$ cat src/rtl/qpu_trace_buffer.sv
// Trace buffer for CPU/QPU state: samples periodically and/or on quantum_en rising edges into a
// first-word-fall-through FIFO, with either stop-when-full or overwrite-oldest behaviour.
module qpu_trace_buffer #(
   parameter int unsigned DEPTH      = 16,
   parameter int unsigned SAMPLE_DIV = 5,
   parameter int unsigned WRAP       = 0
) (
   input  logic          clk,
   input  logic          reset_n,
   input  logic          start,
   input  logic          stop,
   input  logic [1:0]    mode,
   input  logic [31:0]   pc,
   input  logic [31:0]   instr,
   input  logic          quantum_en,
   input  logic [1:0]    q_status,
   input  logic          q_busy,
   input  logic [31:0]   q_alpha,
   input  logic [31:0]   q_beta,
   input  logic          rd_ready,
   output logic          rd_valid,
   output logic [163:0]  rd_data,
   output logic [8:0]    count,
   output logic          running,
   output logic          full,
   output logic [15:0]   dropped
);

   localparam int unsigned AW       = (DEPTH > 1) ? $clog2(DEPTH) : 1;
   localparam int unsigned EW       = 164;
   localparam logic [8:0]  DepthCnt = 9'(DEPTH);
   localparam logic [15:0] DivLast  = 16'(SAMPLE_DIV - 1);

   typedef enum logic [1:0] {StIdle, StRun, StHalt} state_e;

   state_e        state_q, state_d;
   logic [EW-1:0] mem_q [DEPTH];
   logic [AW-1:0] wptr_q, rptr_q;
   logic [8:0]    count_q, count_d;
   logic [15:0]   dropped_q, div_q;
   logic [31:0]   ts_q;
   logic          qen_prev_q;

   logic run, is_full, tick_hit, edge_hit, sample_sel, sample, pop, wr_en, drop, overwrite;

   always_comb begin
      run      = (state_q == StRun);
      is_full  = (count_q == DepthCnt);
      tick_hit = run && (div_q == DivLast);
      edge_hit = run && quantum_en && !qen_prev_q;
      case (mode)
         2'b01:   sample_sel = edge_hit;
         2'b10:   sample_sel = tick_hit || edge_hit;
         default: sample_sel = tick_hit;
      endcase
      // start wins over everything else in its cycle: no sample, no pop
      sample    = sample_sel && !start;
      pop       = (count_q != 9'd0) && rd_ready && !start;
      drop      = sample && is_full && !pop;
      overwrite = drop && (WRAP != 0);
      wr_en     = sample && (!is_full || pop || (WRAP != 0));
      count_d   = count_q;
      if (start) begin
         count_d = 9'd0;
      end else if (wr_en && !pop && !is_full) begin
         count_d = count_q + 9'd1;
      end else if (pop && !wr_en) begin
         count_d = count_q - 9'd1;
      end
   end

   always_comb begin
      state_d = state_q;
      case (state_q)
         StRun: begin
            if (start) begin
               state_d = StRun;
            end else if (stop) begin
               state_d = StHalt;
            end else if ((WRAP == 0) && (count_d == DepthCnt)) begin
               state_d = StHalt;
            end
         end
         default: begin
            if (start) begin
               state_d = StRun;
            end
         end
      endcase
   end

   always_ff @(posedge clk or negedge reset_n) begin
      if (!reset_n) begin
         state_q    <= StIdle;
         count_q    <= 9'd0;
         wptr_q     <= '0;
         rptr_q     <= '0;
         dropped_q  <= 16'd0;
         ts_q       <= 32'd0;
         div_q      <= 16'd0;
         qen_prev_q <= 1'b0;
      end else begin
         state_q    <= state_d;
         count_q    <= count_d;
         qen_prev_q <= quantum_en;
         if (start) begin
            wptr_q    <= '0;
            rptr_q    <= '0;
            dropped_q <= 16'd0;
            ts_q      <= 32'd0;
            div_q     <= 16'd0;
         end else begin
            if (wr_en) begin
               wptr_q <= wptr_q + 1'b1;
            end
            if (pop || overwrite) begin
               rptr_q <= rptr_q + 1'b1;
            end
            if (drop && (dropped_q != 16'hFFFF)) begin
               dropped_q <= dropped_q + 16'd1;
            end
            if (run) begin
               ts_q  <= ts_q + 32'd1;
               div_q <= tick_hit ? 16'd0 : div_q + 16'd1;
            end
         end
      end
   end

   always_ff @(posedge clk) begin
      if (wr_en) begin
         mem_q[wptr_q] <= {ts_q, pc, instr, q_alpha, q_beta, q_status, quantum_en, q_busy};
      end
   end

   assign rd_valid = (count_q != 9'd0);
   assign rd_data  = rd_valid ? mem_q[rptr_q] : '0;
   assign count    = count_q;
   assign running  = run;
   assign full     = is_full;
   assign dropped  = dropped_q;

endmodule
$ cat config.mk
export PLATFORM = sky130hd
export DESIGN_NAME = qpu_trace_buffer
export DESIGN_NICKNAME = d
export VERILOG_FILES = /design/src/rtl/qpu_trace_buffer.sv
export SDC_FILE = /design/constraint.sdc
export NUM_CORES = 2
export LEC_CHECK = 0
export CAP_MARGIN = 20
export CORE_AREA = 10 10 656 658
export CTS_CLUSTER_SIZE = 10
export DETAILED_ROUTE_END_ITERATION = 10
export DIE_AREA = 0 0 666 668
export PLACE_DENSITY_LB_ADDON = 0.05
export SLEW_MARGIN = 10
export SYNTH_ARGS = -nofsm -noshare
export SYNTH_HDL_FRONTEND = slang
export SYNTH_SLANG_ARGS = --single-unit
$ cat constraint.sdc
create_clock -name clk -period 21.4 [get_ports clk]
set_clock_uncertainty 0.2 [all_clocks]
set_input_delay 5.35 -clock clk [delete_from_list [all_inputs] [get_ports clk]]
set_output_delay 5.35 -clock clk [all_outputs]
set_load 0.1 [all_outputs]
======== Yosys cells after proc, flatten, opt, wreduce, memory -nomap -nowiden ========
Memory sizes are Yosys's and may differ from the RTL's.
Cells that the tools add are included.
Widths: inputs -> output; s select.
storage, ports and cells
  register bits after elaboration ......... 84
  bits in latches ......................... 0
  bits in writable memories ............... 2624
  bits in read-only memories .............. 0
  input bits .............................. 139
  output and inout port bits .............. 192
  logic and storage cells ................. 73
  memories ................................ 1
operators by class
  add/sub/neg operators ................... 7
  $mul .................................... 0
  div/mod/pow operators ................... 0
  order comparisons ....................... 0
  equality and inequality tests ........... 7
  shift operators ......................... 0
  muxes and demuxes ....................... 23
  bitwise logic cells ..................... 0
  reductions and logical operators ........ 27
memories
  name   depth  width  rd ports  clocked after memory_dff  wr ports  line  RTL
  mem_q  16     164    1         0                         1         37    logic [EW-1:0] mem_q [DEPTH];
operators by type and width
  operator               number
  $mux 164               1
  $mux 16                5
  $mux 32                2
  $add 16x1->16 const B  2
  $add 32x1->32 const B  1
  $mux 9                 3
  $eq 9x5->1 const B     2
  $eq 16x3->1 const B    1
  $mux 4                 4
  $ne 16x16->1 const B   1
  $logic_and 1x1->1      13
  $mux 2                 5
  $add 9x1->9 const B    1
  $reduce_bool 9->1      1
  $sub 9x1->9 const B    1
  $add 4x1->4 const B    2
  $reduce_bool 2->1      4
  $logic_not 1->1        5
  $eq 2x1->1 const B     2
  $reduce_bool 3->1      1
  $eq 2x2->1 const B     1
  $logic_or 1x1->1       2
  $mux 1                 2
  $pmux 1 s2             1
  $reduce_and 2->1       1

======== Depth between registers and ports, before layout ========
  word-level depth ........................ 17
  mapped depth ............................ 11
  mapped depth without buffers ............ 9

======== Least setup slack after synthesis ========
OpenSTA, ideal clock, no wires.
  path type ............................... input to register
  from .................................... in mode[0]
  to ...................................... mem mem_q[0][0], enable pin
  data arrival time ....................... 22.163 ns
  setup slack ............................. -2.052 ns
  stages on the path ...................... 9
  path buffers ............................ 2
  path through ............................ inv_1 > ha_1 > nor2_1 > o2111ai_1 > o21a_1 > clkbuf_1 > or2_2 > clkbuf_1 > nor4_1
on the way
  word-level cells in the longest chain between the ends .. 6
RTL lines
  item                                      line  RTL
  from (decl)                               12    input logic [1:0] mode,
  $eq 2x2->1 or $eq 2x1->1 (tied branches)  51    case (mode)
  $pmux 1 s2 (*)                            51
  $logic_and 1x1->1 (*)                     57    sample = sample_sel && !start;
  $logic_and 1x1->1 (*)                     61    wr_en = sample && (!is_full || pop || (WRAP != 0));
  $mux 1 (*)                                131   if (wr_en) begin
  $mux 1 (implied by the code) (*)          132   mem_q[wptr_q] <= {ts_q, pc, instr, q_alpha, q_beta, q_status, quantum_en, q_busy};
  to (decl)                                 37
Every way passes the cells marked *; elsewhere a longest branch is shown, timed or not.

======== Worst setup path after layout ========
  from .................................... reg rptr_q[1]
  to ...................................... out rd_data[96]
on the way
  word-level cells in the longest chain between the ends .. 2
RTL lines
  item                    line  RTL
  from (decl)             38    logic [AW-1:0] wptr_q, rptr_q;
  from (signal assigned)  117   rptr_q <= rptr_q + 1'b1;
  $mem_v2 16x164          -
  $mux 164                137   assign rd_data = rd_valid ? mem_q[rptr_q] : '0;
  to (decl)               22    output logic [163:0] rd_data,
Every way passes these cells.

==> summary by stage <==
Run status
The run finished with clean final reports.

Clock tree
Counting every sink on the clock net gives 2,708. The buffers inserted during post-CTS setup optimization is 0. The number of resized instances in the post-cts repair step is 0.

The root buffer cell chosen for the clock tree is clkbuf_16. The insertion delay of the later-clocked pin in the worst-skew pair is 0.92 ns. For this design, the CTS-stage hold fixing added 0 buffers.

The total clock buffers created by CTS is 337. The clock passes through at most 4 buffers. The CTS tree is built.

The clock-pin slew on the worst setup and hold paths is 0.05 ns. The number of levels in the clock H-tree is 5.

Yosys
In the post-synthesis netlist, the biggest area contributors are edfxtp_1, mux4_2, dfrtp_1. By instance count, the leading cell after synthesis is edfxtp_1. Among all flip-flop cells after synthesis, the most frequent one is edfxtp_1.

edfxtp_1 takes more of the synthesized area than any other cell. The number of library cell types mapped by synthesis is 51. The share of the Yosys chip area taken by registers is 0.779. In this run the cell area of the synthesized design comes to 104,000 um^2.

Sorting the synthesized cells by how often they occur yields edfxtp_1, mux4_2, nor2b_1. Synthesis inferred 2,708 register bits. Counting flops with a built-in enable in the synthesized netlist gives 2,624. The share of async-settable or async-resettable flops after synthesis is 0.0310. In this run the mean area of a mapped cell was 23.8 um^2. Of the post-synthesis cell area, the dominant cell type holds 0.758.

The post-synthesis instance total is 4,361. The number of nets in the synthesized netlist is 4,514. During synthesis, Yosys emitted a total of 0 warnings.

Critical path
Traced cell by cell, the critical path runs through buf_12, buf_4, buf_4, mux4_2, mux4_2, nor2b_1, clkdlybuf4s50_1. The cell type of the slowest stage on the worst timing path is dfrtp_4. The largest fanout on the critical path is 119. The delay contributed by the slowest stage of the critical path is 1.08 ns. The sort of element at the end of the critical path is a primary output. The worst register-to-register path ends at mem_q[8][96].

The setup check on the worst reg-to-reg path leaves a slack of 15.24 ns. The worst path required time is 15.85 ns. The startpoint identified for the worst register-to-register timing path is div_q[0]. The kind of critical path is flip-flop to primary output. The arrival time at the worst endpoint is 6.81 ns. The critical path launch point type is a flip-flop.

The number of cells on the worst reg-to-reg path is 11.

Floorplan
The effective utilization at floorplan is 0.250. The number of I/O pins is 331. The area inside the core boundary is 416,000 um^2.

The overall die height is 668 um. The floorplan has 237 rows. The floorplan die area is 445,000 um^2. The width of the die is 666 um.

Route
The pre-antenna-repair detailed-routing pass consisted of 5 iterations. The DRC violation count after routing is 0. The number of DRC markers after the initial detailed-route iteration is 3,385. The per-cell routed wire length is 29.6 um. The detailed-route vias per instance is 4.50. The total via count after detailed routing is 47,800.

The detail route stage leaves a number of antenna-violating nets equal to 0. For this block, the routed nets add up to 314,000 um of wire.

STA
Setup violations remaining at the end of the flow were counted as 0. The total count of max-transition violations in the final report was 0. The number of hold violations in the final report is 0. The worst hold slack is 0.332 ns. The worst path in the final design needs a cycle of 12.36 ns, including I/O delays and setup. The worst-case setup margin in the final layout is 9.04 ns. At the pin with the least slew margin, the transition time is 1.15 ns.

The final period utilization is 0.577. The headroom to the max-slew limit is 0.230. Setup repair after global routing left no endpoint under its margin. Timing would allow up to 0.0809 GHz.

Hold path
For hold timing, the worst endpoint is div_q[11]. The startpoint identified for the worst hold timing path is div_q[11]. Along the worst hold path, the cell count comes to 1. The worst hold path belongs to the class flip-flop to flip-flop.

Run
The max-capacitance violation count is 0.

Placed design
At the end of routability-driven placement, the weighted congestion stood at 0.676. The half-perimeter wire length of the detailed placement result is 157,000 um. Before CTS, the worst setup slack after placement is 9.64 ns. The total of buffers placed on input and output ports is 330. Summing all placed instances gives a cell area of 115,000 um^2.

Finish
The net count reported at finish is 5,077. The register area is 80,900 um^2. The final standard cell area without fillers is 124,000 um^2. The fraction of layout cells with a size suffix above 1 is 0.267. The multi-input combinational cell area is 22,100 um^2.

The synthesis-to-layout area growth is 19.7%. The filler cells instantiated in the layout total 40,300.

Power
The highest ir drop seen on vdd is 0.000174 V. For this design the static power due to leakage is 37.1 nW. The power density normalized to cell area is 129 nW/um^2.

GRT
The leftover overflow at the end of global routing is 0. The number of global-route vias before repair came to 52,900. The all-layer global routing usage is 0.139. The first global-routing pass estimated 438,000 um of wire. The initial antenna violation count is 52.

Entering global routing, the biggest net connects 120 pins.
-- metrics by stage --
step	util	std cells	setup TNS (ns)	power, mW
floorplan	-	4361	-1345.99	9.49
detailed placement	0.275	10100	0	11.1
finish	0.299	10600	0	16.0
global route	0.299	10600	0	16.7
global placement	0.275	10100	0	11.1
CTS	0.298	10600	0	16.4
-- sequential cells by signal, indices dropped and copies added, names as in the netlist --
| signal | cells |
|---|---|
| wptr_q | 4 |
| count | 9 |
| state_q | 2 |
| qen_prev_q | 1 |
| mem_q | 2624 |
| rptr_q | 4 |
| ts_q | 32 |
| div_q | 16 |
| dropped | 16 |
-- worst max-delay path, delay by kind of cell (launching register included) --
family / cells / cell delay, ns
AND/OR/NAND/NOR: 1 / 0.16
multiplexers: 2 / 0.93
buffers and inverters: 4 / 3.51
flip-flops: 1 / 1.08
-- per-layer routing --
metal | global-route usage | part of all wire | vias to the layer above
met2 | 0.231 | 0.49 | 992
li1 | - | - | 19700
met5 | 0 | 0.00012 | -
met4 | 0.0284 | 0.021 | 6
met1 | 0.190 | 0.45 | 26700
met3 | 0.0253 | 0.043 | 443
-- power by group --
group	internal (mW)	switching, mW
clock	3.00	2.16
combinational	1.47	3.50
sequential	5.83	0.0613
total	10.3	5.72
-- layout by cell type (no fill, tap or decap), types with 46 or more instances in the layout --
cell,Yosys,final
mux4_2,820,820
edfxtp_1,2624,2624
dfrtp_1,84,80
buf_4,0,98
nor2_1,76,72
clkdlybuf4s50_1,0,323
clkbuf_1,157,98
clkinv_1,0,49
nor2b_1,170,170
clkbuf_16,0,346
nand2_1,46,46
-- area by class of cell --
type,instances,area share
clock inverters,90,0.00502
multi-input cells,1400,0.178
well taps,5497,0.0553
repair buffers,452,0.0369
inverters,25,0.000755
flip-flops and latches,2708,0.651
diodes,10,0.000201
clock buffers,447,0.0729
-- worst max path at each step --
stage               startpoint           to  slack [ns]  cells past startpoint
floorplan              mode[0]  mem_q[0][0]       -2.05                      9
global placement     rptr_q[1]  rd_data[99]        9.56                      7
detailed placement   rptr_q[1]  rd_data[99]        9.64                      7
CTS                  rptr_q[1]  rd_data[99]        8.60                      7
global route         rptr_q[1]  rd_data[86]        8.57                      7
finish               rptr_q[1]  rd_data[96]        9.04                      7
-- cells by family (layout without fill, tap and decap cells) --
family | Yosys count | count (layout) | share of synthesized area
adder cells (fa/ha/maj) | 14 | 14 | 0.00169
other | 0 | 10 | 0
flip-flops | 2708 | 2708 | 0.779
AO/OA/AOI/OAI | 84 | 84 | 0.00511
buffers and inverters | 253 | 1014 | 0.00920
XOR/XNOR | 41 | 41 | 0.00346
AND/OR/NAND/NOR | 432 | 432 | 0.0231
multiplexers | 829 | 829 | 0.179
No activity file was read; power rests on OpenSTA's default activity.
